==> src/rtl/csi2_pkg.sv <==
// Shared definitions for the CSI-2 receive packet layer.
// Contents: data-type codes, the parser state type, CRC-16 constants and the
// 6-bit header ECC function (Hamming code over DI + WC, 24 bits).
package csi2_pkg;

  localparam logic [5:0] DT_FRAME_START = 6'h00;
  localparam logic [5:0] DT_FRAME_END   = 6'h01;
  localparam logic [5:0] DT_RAW10       = 6'h2B;
  // Data types below this value are short packets (no payload, no footer).
  localparam logic [5:0] DT_LONG_MIN    = 6'h10;

  // Reflected CRC-16 (x^16+x^12+x^5+1), LSB-first bit order.
  localparam logic [15:0] CRC_SEED = 16'hFFFF;
  localparam logic [15:0] CRC_POLY = 16'h8408;

  typedef enum logic [2:0] {
    S_IDLE,
    S_HEADER,
    S_PAYLOAD,
    S_FOOTER,
    S_DRAIN
  } csi2_state_t;

  // d[7:0] = DI, d[15:8] = WC_L, d[23:16] = WC_H.
  function automatic logic [5:0] csi2_ecc(input logic [23:0] d);
    logic [5:0] p;
    p[0] = d[0] ^ d[1] ^ d[2] ^ d[4] ^ d[5] ^ d[7] ^ d[10] ^ d[11] ^ d[13] ^
           d[16] ^ d[20] ^ d[21] ^ d[22] ^ d[23];
    p[1] = d[0] ^ d[1] ^ d[3] ^ d[4] ^ d[6] ^ d[8] ^ d[10] ^ d[12] ^ d[14] ^
           d[17] ^ d[20] ^ d[21] ^ d[22] ^ d[23];
    p[2] = d[0] ^ d[2] ^ d[3] ^ d[5] ^ d[6] ^ d[9] ^ d[11] ^ d[12] ^ d[15] ^
           d[18] ^ d[20] ^ d[21] ^ d[22];
    p[3] = d[1] ^ d[2] ^ d[3] ^ d[7] ^ d[8] ^ d[9] ^ d[13] ^ d[14] ^ d[15] ^
           d[19] ^ d[20] ^ d[21] ^ d[23];
    p[4] = d[4] ^ d[5] ^ d[6] ^ d[7] ^ d[8] ^ d[9] ^ d[16] ^ d[17] ^ d[18] ^
           d[19] ^ d[20] ^ d[22] ^ d[23];
    p[5] = d[10] ^ d[11] ^ d[12] ^ d[13] ^ d[14] ^ d[15] ^ d[16] ^ d[17] ^
           d[18] ^ d[19] ^ d[21] ^ d[22] ^ d[23];
    return p;
  endfunction

endpackage

==> src/rtl/csi2_packet_decoder_crc16.sv <==
// Running CRC-16 over long-packet payload bytes.
// Ports:
//   clock_camera_byte / reset_camera_byte_n : byte clock, async active-low reset
//   clear    : reload the seed (held while a header is being parsed)
//   byte_en  : fold data into the CRC this cycle
//   data     : payload byte
//   crc      : current CRC register (final value once the payload has ended)
module csi2_crc16
  import csi2_pkg::*;
(
  input  logic        clock_camera_byte,
  input  logic        reset_camera_byte_n,
  input  logic        clear,
  input  logic        byte_en,
  input  logic [7:0]  data,
  output logic [15:0] crc
);

  function automatic logic [15:0] crc16_byte(input logic [15:0] c, input logic [7:0] d);
    logic [15:0] r;
    r = c ^ {8'h00, d};
    for (int i = 0; i < 8; i++) begin
      r = r[0] ? ((r >> 1) ^ CRC_POLY) : (r >> 1);
    end
    return r;
  endfunction

  always_ff @(posedge clock_camera_byte or negedge reset_camera_byte_n) begin
    if (!reset_camera_byte_n) begin
      crc <= CRC_SEED;
    end else if (clear) begin
      crc <= CRC_SEED;
    end else if (byte_en) begin
      crc <= crc16_byte(crc, data);
    end
  end

endmodule

==> src/rtl/csi2_packet_decoder.sv <==
// CSI-2 receive packet layer (single lane, byte clock domain).
// Parses DI/WC/ECC headers, tracks frames from FS/FE short packets and
// forwards RAW10 long-packet payload bytes with per-packet error pulses.
// Optional feature macro: CSI2_CRC_CHECK_EN enables payload CRC-16 checking;
// without it the CRC bytes are consumed unchecked and crc_error_out is 0.
// Ports:
//   clock_camera_byte, reset_camera_byte_n : byte clock, async active-low reset
//   byte_en_in, byte_data_in  : lane bytes from the PHY, SoT sync byte removed
//   frame_valid_out           : high between accepted FS and FE
//   line_valid_out            : high while a forwarded line is in progress
//   payload_valid_out/payload_data_out : forwarded payload byte stream
//   packet_start_out          : pulse per good header
//   data_type_out, virtual_channel_out, word_count_out : last good header
//   line_count_out            : forwarded lines in this frame (saturating)
//   ecc_error_out, crc_error_out, truncated_error_out : error pulses
// Stream semantics: there is no backpressure. An input byte is consumed on
// every clock with byte_en_in=1; an output byte is valid for exactly the one
// clock where payload_valid_out=1 and the downstream must take it then.
module csi2_packet_decoder
  import csi2_pkg::*;
#(
  parameter logic [5:0]  DATA_TYPE       = DT_RAW10,
  parameter logic [1:0]  VIRTUAL_CHANNEL = 2'd0,
  parameter logic [15:0] MAX_WORD_COUNT  = 16'd4096
) (
  input  logic        clock_camera_byte,
  input  logic        reset_camera_byte_n,
  input  logic        byte_en_in,
  input  logic [7:0]  byte_data_in,
  output logic        frame_valid_out,
  output logic        line_valid_out,
  output logic        payload_valid_out,
  output logic [7:0]  payload_data_out,
  output logic        packet_start_out,
  output logic [5:0]  data_type_out,
  output logic [1:0]  virtual_channel_out,
  output logic [15:0] word_count_out,
  output logic [15:0] line_count_out,
  output logic        ecc_error_out,
  output logic        crc_error_out,
  output logic        truncated_error_out
);

  csi2_state_t state;
  logic [1:0]  hdr_cnt;
  logic [7:0]  di_q;
  logic [7:0]  wc_l_q;
  logic [7:0]  wc_h_q;
  logic [15:0] remaining;
  logic        fwd_line;   // current long packet is being forwarded
  logic        foot_cnt;   // 0: expecting CRC LSB, 1: expecting CRC MSB

  // Header fields as seen while the ECC byte is on the bus.
  logic [15:0] hdr_wc;
  logic [5:0]  hdr_dt;
  logic [1:0]  hdr_vc;
  logic        hdr_ecc_ok;
  logic        vc_match;
  logic        in_packet;

  assign hdr_wc     = {wc_h_q, wc_l_q};
  assign hdr_dt     = di_q[5:0];
  assign hdr_vc     = di_q[7:6];
  assign hdr_ecc_ok = (byte_data_in == {2'b00, csi2_ecc({wc_h_q, wc_l_q, di_q})});
  assign vc_match   = (hdr_vc == VIRTUAL_CHANNEL);
  assign in_packet  = (state == S_HEADER) || (state == S_PAYLOAD) || (state == S_FOOTER);

`ifdef CSI2_CRC_CHECK_EN
  logic [15:0] crc_value;
  logic [7:0]  crc_lo_q;

  csi2_crc16 u_crc16 (
    .clock_camera_byte   (clock_camera_byte),
    .reset_camera_byte_n (reset_camera_byte_n),
    .clear               (state == S_HEADER),
    .byte_en             ((state == S_PAYLOAD) && byte_en_in),
    .data                (byte_data_in),
    .crc                 (crc_value)
  );
`else
  assign crc_error_out = 1'b0;
`endif

  always_ff @(posedge clock_camera_byte or negedge reset_camera_byte_n) begin
    if (!reset_camera_byte_n) begin
      state               <= S_IDLE;
      hdr_cnt             <= 2'd0;
      di_q                <= 8'h00;
      wc_l_q              <= 8'h00;
      wc_h_q              <= 8'h00;
      remaining           <= 16'd0;
      fwd_line            <= 1'b0;
      foot_cnt            <= 1'b0;
      frame_valid_out     <= 1'b0;
      line_valid_out      <= 1'b0;
      payload_valid_out   <= 1'b0;
      payload_data_out    <= 8'h00;
      packet_start_out    <= 1'b0;
      data_type_out       <= 6'h00;
      virtual_channel_out <= 2'd0;
      word_count_out      <= 16'd0;
      line_count_out      <= 16'd0;
      ecc_error_out       <= 1'b0;
      truncated_error_out <= 1'b0;
`ifdef CSI2_CRC_CHECK_EN
      crc_lo_q            <= 8'h00;
      crc_error_out       <= 1'b0;
`endif
    end else begin
      packet_start_out    <= 1'b0;
      ecc_error_out       <= 1'b0;
      truncated_error_out <= 1'b0;
      payload_valid_out   <= 1'b0;
`ifdef CSI2_CRC_CHECK_EN
      crc_error_out       <= 1'b0;
`endif
      if (in_packet && !byte_en_in) begin
        // Lane dropped to LP mid-packet: abandon it, keep the frame state.
        truncated_error_out <= 1'b1;
        line_valid_out      <= 1'b0;
        state               <= S_IDLE;
      end else begin
        case (state)
          S_IDLE: begin
            if (byte_en_in) begin
              di_q    <= byte_data_in;
              hdr_cnt <= 2'd1;
              state   <= S_HEADER;
            end
          end
          S_HEADER: begin
            hdr_cnt <= hdr_cnt + 2'd1;
            case (hdr_cnt)
              2'd1: wc_l_q <= byte_data_in;
              2'd2: wc_h_q <= byte_data_in;
              default: begin
                if (!hdr_ecc_ok || (hdr_wc > MAX_WORD_COUNT)) begin
                  ecc_error_out <= 1'b1;
                  state         <= S_DRAIN;
                end else begin
                  packet_start_out    <= 1'b1;
                  data_type_out       <= hdr_dt;
                  virtual_channel_out <= hdr_vc;
                  word_count_out      <= hdr_wc;
                  if (hdr_dt < DT_LONG_MIN) begin
                    if (vc_match && (hdr_dt == DT_FRAME_START)) begin
                      frame_valid_out <= 1'b1;
                      line_count_out  <= 16'd0;
                    end else if (vc_match && (hdr_dt == DT_FRAME_END)) begin
                      frame_valid_out <= 1'b0;
                    end
                    state <= S_DRAIN;
                  end else begin
                    remaining <= hdr_wc;
                    fwd_line  <= (hdr_dt == DATA_TYPE) && vc_match && frame_valid_out;
                    foot_cnt  <= 1'b0;
                    state     <= (hdr_wc == 16'd0) ? S_FOOTER : S_PAYLOAD;
                  end
                end
              end
            endcase
          end
          S_PAYLOAD: begin
            remaining <= remaining - 16'd1;
            if (fwd_line) begin
              payload_valid_out <= 1'b1;
              payload_data_out  <= byte_data_in;
              line_valid_out    <= 1'b1;
            end
            if (remaining == 16'd1) begin
              state <= S_FOOTER;
            end
          end
          S_FOOTER: begin
            if (!foot_cnt) begin
              foot_cnt <= 1'b1;
`ifdef CSI2_CRC_CHECK_EN
              crc_lo_q <= byte_data_in;
`endif
            end else begin
              line_valid_out <= 1'b0;
              if (fwd_line && (line_count_out != 16'hFFFF)) begin
                line_count_out <= line_count_out + 16'd1;
              end
`ifdef CSI2_CRC_CHECK_EN
              crc_error_out <= ({byte_data_in, crc_lo_q} != crc_value);
`endif
              state <= S_DRAIN;
            end
          end
          S_DRAIN: begin
            if (!byte_en_in) begin
              state <= S_IDLE;
            end
          end
          default: state <= S_IDLE;
        endcase
      end
    end
  end

endmodule

==> config.mk <==
export PLATFORM = sky130hd
export DESIGN_NAME = csi2_packet_decoder
export DESIGN_NICKNAME = d
export VERILOG_FILES = /design/src/rtl/csi2_pkg.sv /design/src/rtl/csi2_packet_decoder_crc16.sv /design/src/rtl/csi2_packet_decoder.sv
export SDC_FILE = /design/constraint.sdc
export NUM_CORES = 1
export LEC_CHECK = 0
export CORE_ASPECT_RATIO = 1.5
export CORE_MARGIN = 3
export CORE_UTILIZATION = 32
export CTS_CLUSTER_SIZE = 40
export DETAILED_ROUTE_END_ITERATION = 10
export GPL_ROUTABILITY_DRIVEN = 0
export PLACE_DENSITY = 0.59
export SETUP_SLACK_MARGIN = 0.1
export SLEW_MARGIN = 20
export SYNTH_ARGS = -nofsm -noshare
export SYNTH_HDL_FRONTEND = slang
export SYNTH_SLANG_ARGS = --single-unit
==> constraint.sdc <==
create_clock -name clock_camera_byte -period 5.7 [get_ports clock_camera_byte]
set_input_delay 0.855 -clock clock_camera_byte [delete_from_list [all_inputs] [get_ports clock_camera_byte]]
set_output_delay 0.855 -clock clock_camera_byte [all_outputs]
set_load 0.02 [all_outputs]
==> impl_results.html, run 1 <==
<table>
<tr><th>Metric</th><th>Value</th></tr>
<tr><th colspan="2">Status</th></tr>
<tr><td>Status</td><td>finished clean</td></tr>
<tr><th colspan="2">Floorplan</th></tr>
<tr><td>Overall die height</td><td>164 µm</td></tr>
<tr><td># rows</td><td>between 50 and 60</td></tr>
<tr><td>Total die area</td><td>18400 µm²</td></tr>
<tr><td>Standard cell core area</td><td>about 16000 µm²</td></tr>
<tr><td>Effective utilization at floorplan</td><td>roughly a third</td></tr>
<tr><td>Top-Level Pins</td><td>66</td></tr>
<tr><td>Die W</td><td>~110 µm</td></tr>
<tr><th colspan="2">GRT</th></tr>
<tr><td>GRT overflow</td><td>0</td></tr>
<tr><td>Largest net degree at the start of global routing</td><td>58</td></tr>
<tr><td>Vias in the first global route</td><td>4288</td></tr>
<tr><td>Global-route wire length before repair</td><td>roughly 22 mm</td></tr>
<tr><td>Number of antenna violations at the first check in global routing</td><td>0</td></tr>
<tr><td>Total Routing Usage GR</td><td>roughly 15%</td></tr>
<tr><th colspan="2">Timing</th></tr>
<tr><td>Worst-Margin Slew</td><td>1000 ps</td></tr>
<tr><td>Part of the cycle the worst path needs</td><td>around 68%</td></tr>
<tr><td>Hold Vio Cnt, Final</td><td>0</td></tr>
<tr><td>Number of max-slew violations in the final report</td><td>0</td></tr>
<tr><td>Final setup TNS</td><td>0 ps</td></tr>
<tr><td>Worst slew margin relative to its limit</td><td>32.9%</td></tr>
<tr><td>Final number of setup-violating endpoints</td><td>0</td></tr>
<tr><td>Minimum clock period after layout</td><td>3900 ps</td></tr>
<tr><td>Setup repair after global routing missed its margin</td><td>false</td></tr>
<tr><td>Worst hold slack</td><td>~500 ps</td></tr>
<tr><td>Worst clock skew</td><td>8.43 ps</td></tr>
<tr><td>Max Clock Freq</td><td>257 MHz</td></tr>
<tr><th colspan="2">Setup path</th></tr>
<tr><td>Origin of the critical flop-to-flop path</td><td>wc_l_q[3]</td></tr>
<tr><td>Number of cells on the worst reg-to-reg path</td><td>10</td></tr>
<tr><td>Req. time, crit path</td><td>5920 ps</td></tr>
<tr><td>Worst Setup SP</td><td>byte_data_in[2]</td></tr>
<tr><td>WP data arrival</td><td>4120 ps</td></tr>
<tr><td>Register-to-Register Setup Slack</td><td>2090 ps</td></tr>
<tr><td>Critical path type</td><td>input pin to flop</td></tr>
<tr><td>Endpoint of the worst-slack reg-to-reg timing path</td><td>word_count_out[11]</td></tr>
<tr><td>Largest fanout on the critical path</td><td>17</td></tr>
<tr><td>CP Capture Type</td><td>flop</td></tr>
<tr><td>End point of the critical path</td><td>word_count_out[11]</td></tr>
<tr><td>Startpoint class of the critical path</td><td>input pin</td></tr>
<tr><th colspan="2">Placement</th></tr>
<tr><td>Total of buffers placed on input and output ports</td><td>64</td></tr>
<tr><td>Half-perimeter wire length of the detailed placement result</td><td>just under 10 mm</td></tr>
<tr><td>Area after detailed placement</td><td>between 6000 and 7000 µm²</td></tr>
<tr><td>Total placed cells including tap cells</td><td>768</td></tr>
<tr><th colspan="2">Clocking</th></tr>
<tr><td>TritonCTS clock tree</td><td>done</td></tr>
<tr><td>Number of H-tree branching levels</td><td>3</td></tr>
<tr><td>Post-CTS resize count</td><td>0</td></tr>
<tr><td>TritonCTS sink count</td><td>101</td></tr>
<tr><td>Clock-pin slew reported for the worst setup and hold paths after clock tree synthesis</td><td>70 ps</td></tr>
<tr><td>Maximum clock insertion buffer count</td><td>2</td></tr>
<tr><td>Postcts setup bufs</td><td>0</td></tr>
<tr><td>Insertion delay of the later-clocked pin in the worst-skew pair</td><td>approximately 340 ps</td></tr>
<tr><td>Hold-fix buffer count after cts</td><td>0</td></tr>
<tr><td>TritonCTS buffer count</td><td>9</td></tr>
<tr><td>CTS Root Buffer Type</td><td>clkbuf_16</td></tr>
<tr><th colspan="2">Drt</th></tr>
<tr><td>Total iterations of the first detailed-routing run</td><td>4</td></tr>
<tr><td>Final antenna-violating net count</td><td>0</td></tr>
<tr><td>Iteration-0 DRC count of the detailed router</td><td>299</td></tr>
<tr><td>Vias/cell</td><td>5.25</td></tr>
<tr><td>Aggregate routed wire length</td><td>13.6 mm</td></tr>
<tr><td>Routed vias</td><td>4117</td></tr>
<tr><td>Residual DRC</td><td>0</td></tr>
<tr><td>Detail-routed net length per standard cell</td><td>approximately 17 µm</td></tr>
<tr><th colspan="2">Hold path</th></tr>
<tr><td>Class of the tightest hold or removal check</td><td>input pin to asynchronous set/reset pin</td></tr>
<tr><th colspan="2">Synth</th></tr>
<tr><td>Most frequently used cell type in the post-synthesis netlist</td><td>dfrtp_1</td></tr>
<tr><td>Cell type with the highest aggregate area in the netlist</td><td>dfrtp_1</td></tr>
<tr><td>Mapped Cells</td><td>515</td></tr>
<tr><td>Number of enable flip-flop cells after synthesis</td><td>0</td></tr>
<tr><td>Number of distinct library cell variants in the gate-level netlist after synthesis</td><td>54</td></tr>
<tr><td>Post-synthesis net count</td><td>538</td></tr>
<tr><td>Most area-consuming cells after synthesis</td><td>dfrtp_1 47%, mux2_2 11%, xnor2_1 5.1%, o21ai_0 4.7%, a21oi_1 3.5%</td></tr>
<tr><td>Top flip-flop cell by instance count after synthesis</td><td>dfrtp_1</td></tr>
<tr><td>Number of storage elements in the synthesis netlist</td><td>101</td></tr>
<tr><td>Sequential element share of the synthesized area</td><td>47.2%</td></tr>
<tr><td>Share of synthesized flip-flops with an asynchronous set or reset</td><td>100%</td></tr>
<tr><td>Most used standard cells in the synthesized netlist</td><td>101 x dfrtp_1, 51 x mux2_2, 50 x o21ai_0</td></tr>
<tr><td>Netlist Area Pre-Place</td><td>approximately 5400 µm²</td></tr>
<tr><td>Mapped Avg Cell Area</td><td>10.4 µm²</td></tr>
<tr><td>Count of yosys warnings during synthesis</td><td>0</td></tr>
<tr><td>Fraction of synthesized cell area taken by the top area cell type</td><td>between 40% and 50%</td></tr>
<tr><th colspan="2">Pwr</th></tr>
<tr><td>Power per cell area</td><td>roughly 540 nW/µm²</td></tr>
<tr><td>Worst voltage drop across the vdd grid</td><td>299 µV</td></tr>
<tr><td>Static power due to leakage</td><td>2.80 nW</td></tr>
<tr><th colspan="2">Cells and area</th></tr>
<tr><td>Number of antenna repair diodes</td><td>0</td></tr>
<tr><td>Synthesis-to-layout area growth</td><td>21.8%</td></tr>
<tr><td>Final cell utilization of the core</td><td>40.0%</td></tr>
<tr><td>Fraction of layout cells with a size suffix above 1</td><td>13.7%</td></tr>
<tr><td>Final cell area excluding filler cells</td><td>6530 µm²</td></tr>
<tr><td>NumNets Final</td><td>596</td></tr>
<tr><td>Number of cells in the finished layout apart from fillers</td><td>approximately 780</td></tr>
<tr><td>Fill count</td><td>around 1600</td></tr>
<tr><th colspan="2">Job</th></tr>
<tr><td>Max Cap Viol</td><td>0</td></tr>
</table>
-- cell type report --
class	count	area, µm²	share of cell area (%)
multi-input combinational	375	2670	40.8
sequential	101	2530	38.7
timing repair buffer	68	668	10.2
tap	206	258	3.95
clock buffer	12	246	3.78
clock inverter	4	95.1	1.46
inverter	18	67.6	1.03
-- power breakdown --
group | internal [mW] | leakage [nW] | switching, mW | total, mW
Combinational | 0.800 | 1.30 | 0.858 | 1.66
Sequential | 0.883 | 1.34 | 0.273 | 1.16
Clock | 0.441 | 0.167 | 0.262 | 0.703
-- flip-flops by register name (all words and copies together), names as in the netlist, 3 cells and up --
signal / cells
state: 3
wc_l_q: 8
di_q: 8
line_count_out: 16
data_type_out: 6
wc_h_q: 8
payload_data_out: 8
remaining: 16
word_count_out: 16
-- worst min-delay path by stage --
| stage | start | endpoint | depth (start not counted) |
|---|---|---|---|
| after global routing | data_type_out[1] | data_type_out[1] | 1 |
| after global placement | remaining[14] | remaining[14] | 2 |
| after detailed placement | remaining[6] | remaining[6] | 2 |
| after floorplan | remaining[6] | remaining[6] | 2 |
| after CTS | remaining[6] | remaining[6] | 2 |
| final | reset_camera_byte_n | data_type_out[3] | 1 |
-- layer usage --
metal / GRT usage (%) / vias to the layer above / wire length [µm]
met3: 2.79 / 15 / 423
li1: - / 1943 / -
met1: 18.1 / 2070 / 5790
met5: 0 / - / 0
met4: 5.04 / 0 / 278
met2: 26.9 / 89 / 7100
-- worst max-delay path: stages --
cell             delay, ps
clkdlybuf4s50_1        580
xnor2_1                170
xnor3_1                350
xor2_1                 270
mux2i_1                260
o2bb2ai_2              220
and4_1                 730
buf_4                  330
mux2_2                 360
-- cells in the final DEF (no fill, tap or decap), types with 9 or more instances in the layout --
cell             instances
o21ai_0                 50
dfrtp_1                101
or3_1                   15
nor3_1                   9
nand2_1                 36
ha_1                    12
clkbuf_16                9
nor2_1                  28
xor2_1                  12
inv_1                   18
mux2_2                  51
xnor2_1                 31
clkdlybuf4s50_1         63
nand3_1                 10
a21oi_1                 37
-- metrics by stage --
stage,power [mW],setup WS (ps)
after floorplan,2.41,2670
after global placement,2.77,1510
after detailed placement,2.83,1420
after CTS,3.54,1770
after global routing,3.73,1600
final,3.52,1800
-- cell families after synthesis --
family	synth area share, %
buf+inv	3.20
xor+xnor	9.04
compound gates	12.7
other cells	0.0700
fa+ha+maj	2.80
flops	47.2
simple gates	13.9
mux	11.1
No activity file was read; power rests on OpenSTA's default activity.
==> run 2, diff against run 1 <==
==> constraint.sdc (replaced) <==
create_clock -name clock_camera_byte -period 3.7 [get_ports clock_camera_byte]
set_input_delay 0.555 -clock clock_camera_byte [delete_from_list [all_inputs] [get_ports clock_camera_byte]]
set_output_delay 0.555 -clock clock_camera_byte [all_outputs]
set_load 0.02 [all_outputs]
==> impl_results.html, run 2 (synthesized netlist as in run 1, its figures left out) <==
<table>
<tr><th>Metric</th><th>Value</th></tr>
<tr><th colspan="2">Status</th></tr>
<tr><td>Status</td><td>finished clean</td></tr>
<tr><th colspan="2">Timing</th></tr>
<tr><td>Hold Vio Cnt, Final</td><td>0 (unchanged)</td></tr>
<tr><td>Max Clock Freq</td><td>317 MHz</td></tr>
<tr><td>Worst slew margin relative to its limit</td><td>48.2% (+15 points)</td></tr>
<tr><td>Final setup TNS</td><td>0 ps (unchanged)</td></tr>
<tr><td>Number of max-slew violations in the final report</td><td>0 (unchanged)</td></tr>
<tr><td>Final number of setup-violating endpoints</td><td>0 (unchanged)</td></tr>
<tr><td>Minimum clock period after layout</td><td>3150 ps</td></tr>
<tr><td>Worst-Margin Slew</td><td>778 ps (-226 ps)</td></tr>
<tr><td>Worst clock skew</td><td>8.53 ps (+0.0971 ps)</td></tr>
<tr><td>Worst hold slack</td><td>254 ps (-252 ps)</td></tr>
<tr><td>Part of the cycle the worst path needs</td><td>between 80% and 90%</td></tr>
<tr><td>Setup repair after global routing missed its margin</td><td>false</td></tr>
<tr><th colspan="2">Pwr</th></tr>
<tr><td>Fraction of power consumed by sequential logic</td><td>32.8% (about the same)</td></tr>
<tr><td>Post-route total power</td><td>5.39 mW (+53%)</td></tr>
<tr><td>Static power due to leakage</td><td>2.84 nW (+1.2%)</td></tr>
<tr><td>Switching Power</td><td>2.16 mW (+55%)</td></tr>
<tr><td>Worst voltage drop across the vdd grid</td><td>689 µV (+130%)</td></tr>
<tr><td>Share of power burned in combinational logic</td><td>48.3% (+1.1 points)</td></tr>
<tr><td>Clock network fraction of design power</td><td>18.9% (-1.1 points)</td></tr>
<tr><td>Power Internal</td><td>3.23 mW (+52%)</td></tr>
<tr><td>Power per cell area</td><td>819 nW/µm² (+52%)</td></tr>
<tr><td>Switching part of the total power</td><td>40.1% (+0.54 points)</td></tr>
<tr><th colspan="2">Placement</th></tr>
<tr><td>Total of buffers placed on input and output ports</td><td>64 (unchanged)</td></tr>
<tr><td>Half-perimeter wire length of the detailed placement result</td><td>9.81 mm (-0.54%)</td></tr>
<tr><td>Area after detailed placement</td><td>6250 µm² (+1.1%)</td></tr>
<tr><th colspan="2">Cells and area</th></tr>
<tr><td>Commonest non-fill, non-tap cells in the layout</td><td>101 x dfrtp_1, 63 x clkdlybuf4s50_1, 51 x mux2_2</td></tr>
<tr><td>Leading cell type in the layout, fill and taps excluded</td><td>dfrtp_1</td></tr>
<tr><td>Fill count</td><td>1591 (-0.063%)</td></tr>
<tr><td>Synthesis-to-layout area growth</td><td>22.8%</td></tr>
<tr><td>Top flop regs</td><td>line_count_out x16, remaining x16, word_count_out x16</td></tr>
<tr><td>Fraction of layout cells with a size suffix above 1</td><td>15.0% (+1.3 points)</td></tr>
<tr><td>NumNets Final</td><td>604 (+1.3%)</td></tr>
<tr><td>Final cell area excluding filler cells</td><td>6580 µm² (+0.82%)</td></tr>
<tr><td>Number of antenna repair diodes</td><td>0 (unchanged)</td></tr>
<tr><th colspan="2">Drt</th></tr>
<tr><td>Vias/cell</td><td>5.22 (-0.67%)</td></tr>
<tr><td>Iteration-0 DRC count of the detailed router</td><td>258 (-14%)</td></tr>
<tr><td>Detail-routed net length per standard cell</td><td>17.1 µm (-1.3%)</td></tr>
<tr><td>Residual DRC</td><td>0 (unchanged)</td></tr>
<tr><td>Final antenna-violating net count</td><td>0 (unchanged)</td></tr>
<tr><td>Routed vias</td><td>4131 (+0.34%)</td></tr>
<tr><td>Aggregate routed wire length</td><td>13.6 mm (-0.25%)</td></tr>
<tr><td>Total iterations of the first detailed-routing run</td><td>5 (+1)</td></tr>
<tr><th colspan="2">GRT</th></tr>
<tr><td>Number of antenna violations at the first check in global routing</td><td>0 (unchanged)</td></tr>
<tr><td>Met1 usage in global routing</td><td>18.5% (+0.36 points)</td></tr>
<tr><td>Vias in the first global route</td><td>4254 (-0.79%)</td></tr>
<tr><td>Peak-usage layer in the global routing report</td><td>met2</td></tr>
<tr><td>Global-route wire length before repair</td><td>22.2 mm (-0.46%)</td></tr>
<tr><td>Total Routing Usage GR</td><td>15.0% (about the same)</td></tr>
<tr><td>GR Util met3</td><td>2.68% (-0.11 points)</td></tr>
<tr><td>Largest net degree at the start of global routing</td><td>82 (+41%)</td></tr>
<tr><td>Global routing met2 resource utilization</td><td>26.2% (-0.76 points)</td></tr>
<tr><td>GRT overflow</td><td>0 (unchanged)</td></tr>
<tr><th colspan="2">Setup path</th></tr>
<tr><td>Critical path type</td><td>input pin to flop</td></tr>
<tr><td>Master of the slowest instance on the critical path</td><td>clkdlybuf4s50_1</td></tr>
<tr><td>CP Capture Type</td><td>flop</td></tr>
<tr><td>WP data arrival</td><td>3410 ps (-710 ps)</td></tr>
<tr><td>Crit path buf inv count</td><td>2 (unchanged)</td></tr>
<tr><td>Largest stage delay on the critical path</td><td>590 ps (-140 ps)</td></tr>
<tr><td>Crit path max-delay family</td><td>XOR/XNOR gates</td></tr>
<tr><td>CP Cell Sequence</td><td>clkdlybuf4s50_1, xnor2_1, xnor3_1, xor2_1, mux2i_1, o2bb2ai_2, a21oi_2, buf_12, or4_1, a21oi_1</td></tr>
<tr><td>Startpoint class of the critical path</td><td>input pin</td></tr>
<tr><td>Req. time, crit path</td><td>3960 ps (-1960 ps)</td></tr>
<tr><td>Largest fanout on the critical path</td><td>28 (+11)</td></tr>
<tr><th colspan="2">Job</th></tr>
<tr><td>Max Cap Viol</td><td>0 (unchanged)</td></tr>
<tr><th colspan="2">Clocking</th></tr>
<tr><td>CTS Root Buffer Type</td><td>clkbuf_16</td></tr>
<tr><td>Hold-fix buffer count after cts</td><td>0 (unchanged)</td></tr>
<tr><td>Clock-pin slew reported for the worst setup and hold paths after clock tree synthesis</td><td>70 ps (about the same)</td></tr>
<tr><td>TritonCTS clock tree</td><td>done</td></tr>
<tr><td>Number of H-tree branching levels</td><td>3 (unchanged)</td></tr>
<tr><td>Insertion delay of the later-clocked pin in the worst-skew pair</td><td>340 ps (about the same)</td></tr>
<tr><td>Postcts setup bufs</td><td>0 (unchanged)</td></tr>
<tr><td>TritonCTS sink count</td><td>101 (unchanged)</td></tr>
<tr><td>Maximum clock insertion buffer count</td><td>2 (unchanged)</td></tr>
<tr><td>Post-CTS resize count</td><td>0 (unchanged)</td></tr>
<tr><td>TritonCTS buffer count</td><td>9 (unchanged)</td></tr>
<tr><th colspan="2">Floorplan</th></tr>
<tr><td>Overall die height</td><td>164 µm (unchanged)</td></tr>
<tr><td>Total die area</td><td>18400 µm² (unchanged)</td></tr>
<tr><td>Die W</td><td>112 µm (unchanged)</td></tr>
<tr><td>Standard cell core area</td><td>16300 µm² (unchanged)</td></tr>
<tr><td>Effective utilization at floorplan</td><td>32.8% (unchanged)</td></tr>
<tr><td># rows</td><td>57 (unchanged)</td></tr>
<tr><td>Top-Level Pins</td><td>66 (unchanged)</td></tr>
<tr><th colspan="2">Hold path</th></tr>
<tr><td>Class of the tightest hold or removal check</td><td>input pin to asynchronous set/reset pin</td></tr>
</table>
## run 2: cell count changes in the layout (fill, tap and decap cells not counted), sizes merged
cell      change
clkbuf        -2
clkinv        +2
clkinvlp      +1
bufinv        -1
buf           +8
## run 2: power groups by stage
stage               Clock (mW)  Combinational (mW)  Sequential (mW)
floorplan                    0                2.04             1.67
global placement             0                2.50             1.78
detailed placement           0                2.60             1.78
CTS                       1.04                2.61             1.76
global route              1.09                2.88             1.81
finish                    1.02                2.61             1.77
## run 2: cell type report
| class | instances | area (µm²) | area share [%] |
|---|---|---|---|
| multi-input cells | 375 | 2660 | 40.4 |
| flip-flops and latches | 101 | 2530 | 38.4 |
| inverters | 18 | 67.6 | 1.03 |
| clock inverters | 6 | 86.3 | 1.31 |
| repair buffers | 76 | 744 | 11.3 |
| well taps | 206 | 258 | 3.92 |
| clock buffers | 10 | 239 | 3.63 |
## run 2: stage by stage
step | util [%] | std cells | worst slack, ps
2_1_floorplan | - | 515 | 910
3_3_place_gp | 38.3 | 776 | 255
3_5_place_dp | 38.3 | 776 | 196
4_1_cts | 40.3 | 792 | 531
5_1_grt | 40.3 | 792 | 296
6_report | 40.3 | 792 | 548
## run 2: worst paths after layout
path                                           from                  to  slack [ps]  cells past startpoint
worst max register to register            wc_l_q[3]   line_count_out[9]         580                     11
worst min-delay path            reset_camera_byte_n  word_count_out[13]         250                      1
worst min register to register         remaining[6]        remaining[6]         500                      2
worst max-delay path                byte_data_in[2]   line_count_out[9]         550                     10
min in group clock_camera_byte         remaining[6]        remaining[6]         500                      2
max in group asynchronous       reset_camera_byte_n           wc_h_q[2]        2620                      2
## run 2: per-layer routing
metal | routed length, µm | vias up | share of wire [%]
met5 | 0 | - | 0
met4 | 387 | 0 | 2.9
met3 | 492 | 17 | 3.6
met2 | 6860 | 101 | 51
met1 | 5820 | 2045 | 43
li1 | - | 1968 | -
==> run 3, diff against run 2 <==
==> constraint.sdc (replaced) <==
create_clock -name clock_camera_byte -period 3.65 [get_ports clock_camera_byte]
set_input_delay 0.5475 -clock clock_camera_byte [delete_from_list [all_inputs] [get_ports clock_camera_byte]]
set_output_delay 0.5475 -clock clock_camera_byte [all_outputs]
set_load 0.02 [all_outputs]
==> impl_results.html, run 3 (synthesized netlist as in run 1, its figures left out) <==
<table>
<tr><th>Metric</th><th>Value</th></tr>
<tr><th colspan="2">Setup path</th></tr>
<tr><td>Number of cells on the worst reg-to-reg path</td><td>10 (-1)</td></tr>
<tr><td>End point of the critical path</td><td>remaining[10]</td></tr>
<tr><td>Startpoint class of the critical path</td><td>input pin</td></tr>
<tr><td>Master of the slowest instance on the critical path</td><td>clkdlybuf4s50_1</td></tr>
<tr><td>Largest stage delay on the critical path</td><td>600 ps (about the same)</td></tr>
<tr><td>Origin of the critical flop-to-flop path</td><td>wc_l_q[3]</td></tr>
<tr><td>CP Cell Sequence</td><td>clkdlybuf4s50_1, xnor2_1, xnor3_1, xor2_1, mux2i_1, o2bb2ai_2, a21oi_2, buf_12, nand2b_1, o21ai_0</td></tr>
<tr><td>CP Capture Type</td><td>flop</td></tr>
<tr><td>Largest fanout on the critical path</td><td>29 (+3.6%)</td></tr>
<tr><td>Req. time, crit path</td><td>3840 ps (-120 ps)</td></tr>
<tr><td>Critical path type</td><td>input pin to flop</td></tr>
<tr><td>WP data arrival</td><td>3450 ps (+40 ps)</td></tr>
<tr><td>Register-to-Register Setup Slack</td><td>460 ps (-120 ps)</td></tr>
<tr><td>Worst Setup SP</td><td>byte_data_in[2]</td></tr>
<tr><td>Endpoint of the worst-slack reg-to-reg timing path</td><td>remaining[13]</td></tr>
<tr><th colspan="2">Drt</th></tr>
<tr><td>Detail-routed net length per standard cell</td><td>17.0 µm (-0.77%)</td></tr>
<tr><td>Residual DRC</td><td>0 (unchanged)</td></tr>
<tr><td>Iteration-0 DRC count of the detailed router</td><td>335 (+30%)</td></tr>
<tr><td>Routed vias</td><td>4186 (+1.3%)</td></tr>
<tr><td>Vias/cell</td><td>5.29 (+1.3%)</td></tr>
<tr><td>Final antenna-violating net count</td><td>0 (unchanged)</td></tr>
<tr><td>Total iterations of the first detailed-routing run</td><td>6 (+1)</td></tr>
<tr><td>Aggregate routed wire length</td><td>13.5 mm (-0.77%)</td></tr>
<tr><th colspan="2">Clocking</th></tr>
<tr><td>TritonCTS sink count</td><td>101 (unchanged)</td></tr>
<tr><td>Number of H-tree branching levels</td><td>3 (unchanged)</td></tr>
<tr><td>Insertion delay of the later-clocked pin in the worst-skew pair</td><td>340 ps (about the same)</td></tr>
<tr><td>TritonCTS clock tree</td><td>done</td></tr>
<tr><td>Postcts setup bufs</td><td>0 (unchanged)</td></tr>
<tr><td>Post-CTS resize count</td><td>0 (unchanged)</td></tr>
<tr><td>Clock-pin slew reported for the worst setup and hold paths after clock tree synthesis</td><td>70 ps (about the same)</td></tr>
<tr><td>Hold-fix buffer count after cts</td><td>0 (unchanged)</td></tr>
<tr><td>TritonCTS buffer count</td><td>9 (unchanged)</td></tr>
<tr><td>CTS Root Buffer Type</td><td>clkbuf_16</td></tr>
<tr><td>Maximum clock insertion buffer count</td><td>2 (unchanged)</td></tr>
<tr><th colspan="2">Pwr</th></tr>
<tr><td>Share of power burned in combinational logic</td><td>49.4% (+1.1 points)</td></tr>
<tr><td>Static power due to leakage</td><td>2.80 nW (-1.3%)</td></tr>
<tr><td>Switching part of the total power</td><td>40.9% (+0.80 points)</td></tr>
<tr><td>Fraction of power consumed by sequential logic</td><td>33.8% (+1.0 points)</td></tr>
<tr><td>Switching Power</td><td>2.16 mW (about the same)</td></tr>
<tr><td>Power Internal</td><td>3.12 mW (-3.3%)</td></tr>
<tr><td>Clock network fraction of design power</td><td>16.8% (-2.1 points)</td></tr>
<tr><td>Power per cell area</td><td>809 nW/µm² (-1.3%)</td></tr>
<tr><td>Worst voltage drop across the vdd grid</td><td>517 µV (-25%)</td></tr>
<tr><th colspan="2">Status</th></tr>
<tr><td>Status</td><td>finished clean</td></tr>
<tr><th colspan="2">Floorplan</th></tr>
<tr><td>Standard cell core area</td><td>16300 µm² (unchanged)</td></tr>
<tr><td>Top-Level Pins</td><td>66 (unchanged)</td></tr>
<tr><td>Overall die height</td><td>164 µm (unchanged)</td></tr>
<tr><td>Effective utilization at floorplan</td><td>32.8% (unchanged)</td></tr>
<tr><td># rows</td><td>57 (unchanged)</td></tr>
<tr><td>Total die area</td><td>18400 µm² (unchanged)</td></tr>
<tr><td>Die W</td><td>112 µm (unchanged)</td></tr>
<tr><th colspan="2">GRT</th></tr>
<tr><td>Total Routing Usage GR</td><td>14.7% (-0.31 points)</td></tr>
<tr><td>GRT overflow</td><td>0 (unchanged)</td></tr>
<tr><td>Number of antenna violations at the first check in global routing</td><td>0 (unchanged)</td></tr>
<tr><td>Global-route wire length before repair</td><td>21.7 mm (-2.1%)</td></tr>
<tr><td>Vias in the first global route</td><td>4222 (-0.75%)</td></tr>
<tr><td>Largest net degree at the start of global routing</td><td>82 (unchanged)</td></tr>
<tr><th colspan="2">Timing</th></tr>
<tr><td>Final setup TNS</td><td>0 ps (unchanged)</td></tr>
<tr><td>Final number of setup-violating endpoints</td><td>0 (unchanged)</td></tr>
<tr><td>Setup repair after global routing missed its margin</td><td>false</td></tr>
<tr><td>Worst clock skew</td><td>9.06 ps (+0.530 ps)</td></tr>
<tr><td>Number of max-slew violations in the final report</td><td>0 (unchanged)</td></tr>
<tr><td>Worst slew margin relative to its limit</td><td>49.7% (+1.5 points)</td></tr>
<tr><td>Max Clock Freq</td><td>307 MHz</td></tr>
<tr><td>Minimum clock period after layout</td><td>3260 ps</td></tr>
<tr><td>Worst-Margin Slew</td><td>755 ps (-22.7 ps)</td></tr>
<tr><td>Part of the cycle the worst path needs</td><td>89.3%</td></tr>
<tr><td>Hold Vio Cnt, Final</td><td>0 (unchanged)</td></tr>
<tr><th colspan="2">Cells and area</th></tr>
<tr><td>Commonest non-fill, non-tap cells in the layout</td><td>101 x dfrtp_1, 63 x clkdlybuf4s50_1, 51 x mux2_2</td></tr>
<tr><td>Number of antenna repair diodes</td><td>0 (unchanged)</td></tr>
<tr><td>Fill count</td><td>1604 (+0.82%)</td></tr>
<tr><td>Final cell utilization of the core</td><td>40.0% (-0.30 points)</td></tr>
<tr><td>Synthesis-to-layout area growth</td><td>21.9%</td></tr>
<tr><td>Top flop regs</td><td>line_count_out x16, remaining x16, word_count_out x16</td></tr>
<tr><td>Fraction of layout cells with a size suffix above 1</td><td>14.8% (-0.17 points)</td></tr>
<tr><td>Leading cell type in the layout, fill and taps excluded</td><td>dfrtp_1</td></tr>
<tr><td>NumNets Final</td><td>604 (unchanged)</td></tr>
<tr><th colspan="2">Placement</th></tr>
<tr><td>Total of buffers placed on input and output ports</td><td>64 (unchanged)</td></tr>
<tr><td>Half-perimeter wire length of the detailed placement result</td><td>9.81 mm (about the same)</td></tr>
<tr><th colspan="2">Hold path</th></tr>
<tr><td>Class of the tightest hold or removal check</td><td>input pin to asynchronous set/reset pin</td></tr>
<tr><th colspan="2">Job</th></tr>
<tr><td>Max Cap Viol</td><td>0 (unchanged)</td></tr>
</table>
-- run 3: changes by cell type in the layout (fill, tap and decap cells not counted) --
| cell | change |
|---|---|
| clkbuf_1 | +1 |
| clkinv_2 | -2 |
| bufinv_16 | -2 |
| clkbuf_8 | -1 |
| clkinvlp_4 | +3 |
| inv_6 | +1 |
-- run 3: power groups by stage --
stage / Sequential [mW] / Combinational [mW] / Clock [mW]
global route: 1.83 / 2.84 / 0.957
finish: 1.78 / 2.61 / 0.889
global placement: 1.80 / 2.55 / 0
detailed placement: 1.81 / 2.62 / 0
CTS: 1.79 / 2.63 / 0.910
floorplan: 1.70 / 2.07 / 0
-- run 3: worst max-delay path: cells and delay by family --
kind	cells	cell delay, ps
buffers and inverters	2	790
AOI/OAI and AO/OA	3	550
xor gates and xnor gates	3	810
and+or+nand+nor	1	500
muxes	1	250
-- run 3: worst min path at each step --
stage | end | slack, ps | cells after the start
after global routing | word_count_out[13] | 320 | 1
after floorplan | data_type_out[0] | 250 | 0
after CTS | payload_data_out[3] | 440 | 1
after detailed placement | word_count_out[13] | 490 | 1
final | word_count_out[13] | 250 | 1
after global placement | remaining[6] | 480 | 2
-- run 3: layer usage --
metal / vias up / GRT usage (%) / wire length (µm)
met5: - / 0 / 0
met4: 0 / 6.25 / 405
met3: 19 / 2.16 / 558
met2: 120 / 26.3 / 6960
met1: 2076 / 17.7 / 5530
li1: 1971 / - / -
-- run 3: area by class of cell --
type	count	area, µm²	area share, %
Timing Repair Buffer	76	744	11.4
Inverter	18	67.6	1.03
Tap cell	206	258	3.94
Clock inverter	6	47.5	0.728
Clock buffer	10	229	3.50
Sequential cell	101	2530	38.7
Multi-Input combinational cell	375	2660	40.7
-- run 3: through the flow --
stage	worst slack (ps)	cell area (µm²)	instances	total power, mW	hold slack, ps
floorplan	860	5360	515	3.77	252
global placement	128	6250	776	4.35	476
detailed placement	47.2	6250	776	4.42	489
CTS	404	6530	792	5.33	439
global route	156	6530	792	5.63	320
finish	391	6530	792	5.29	249
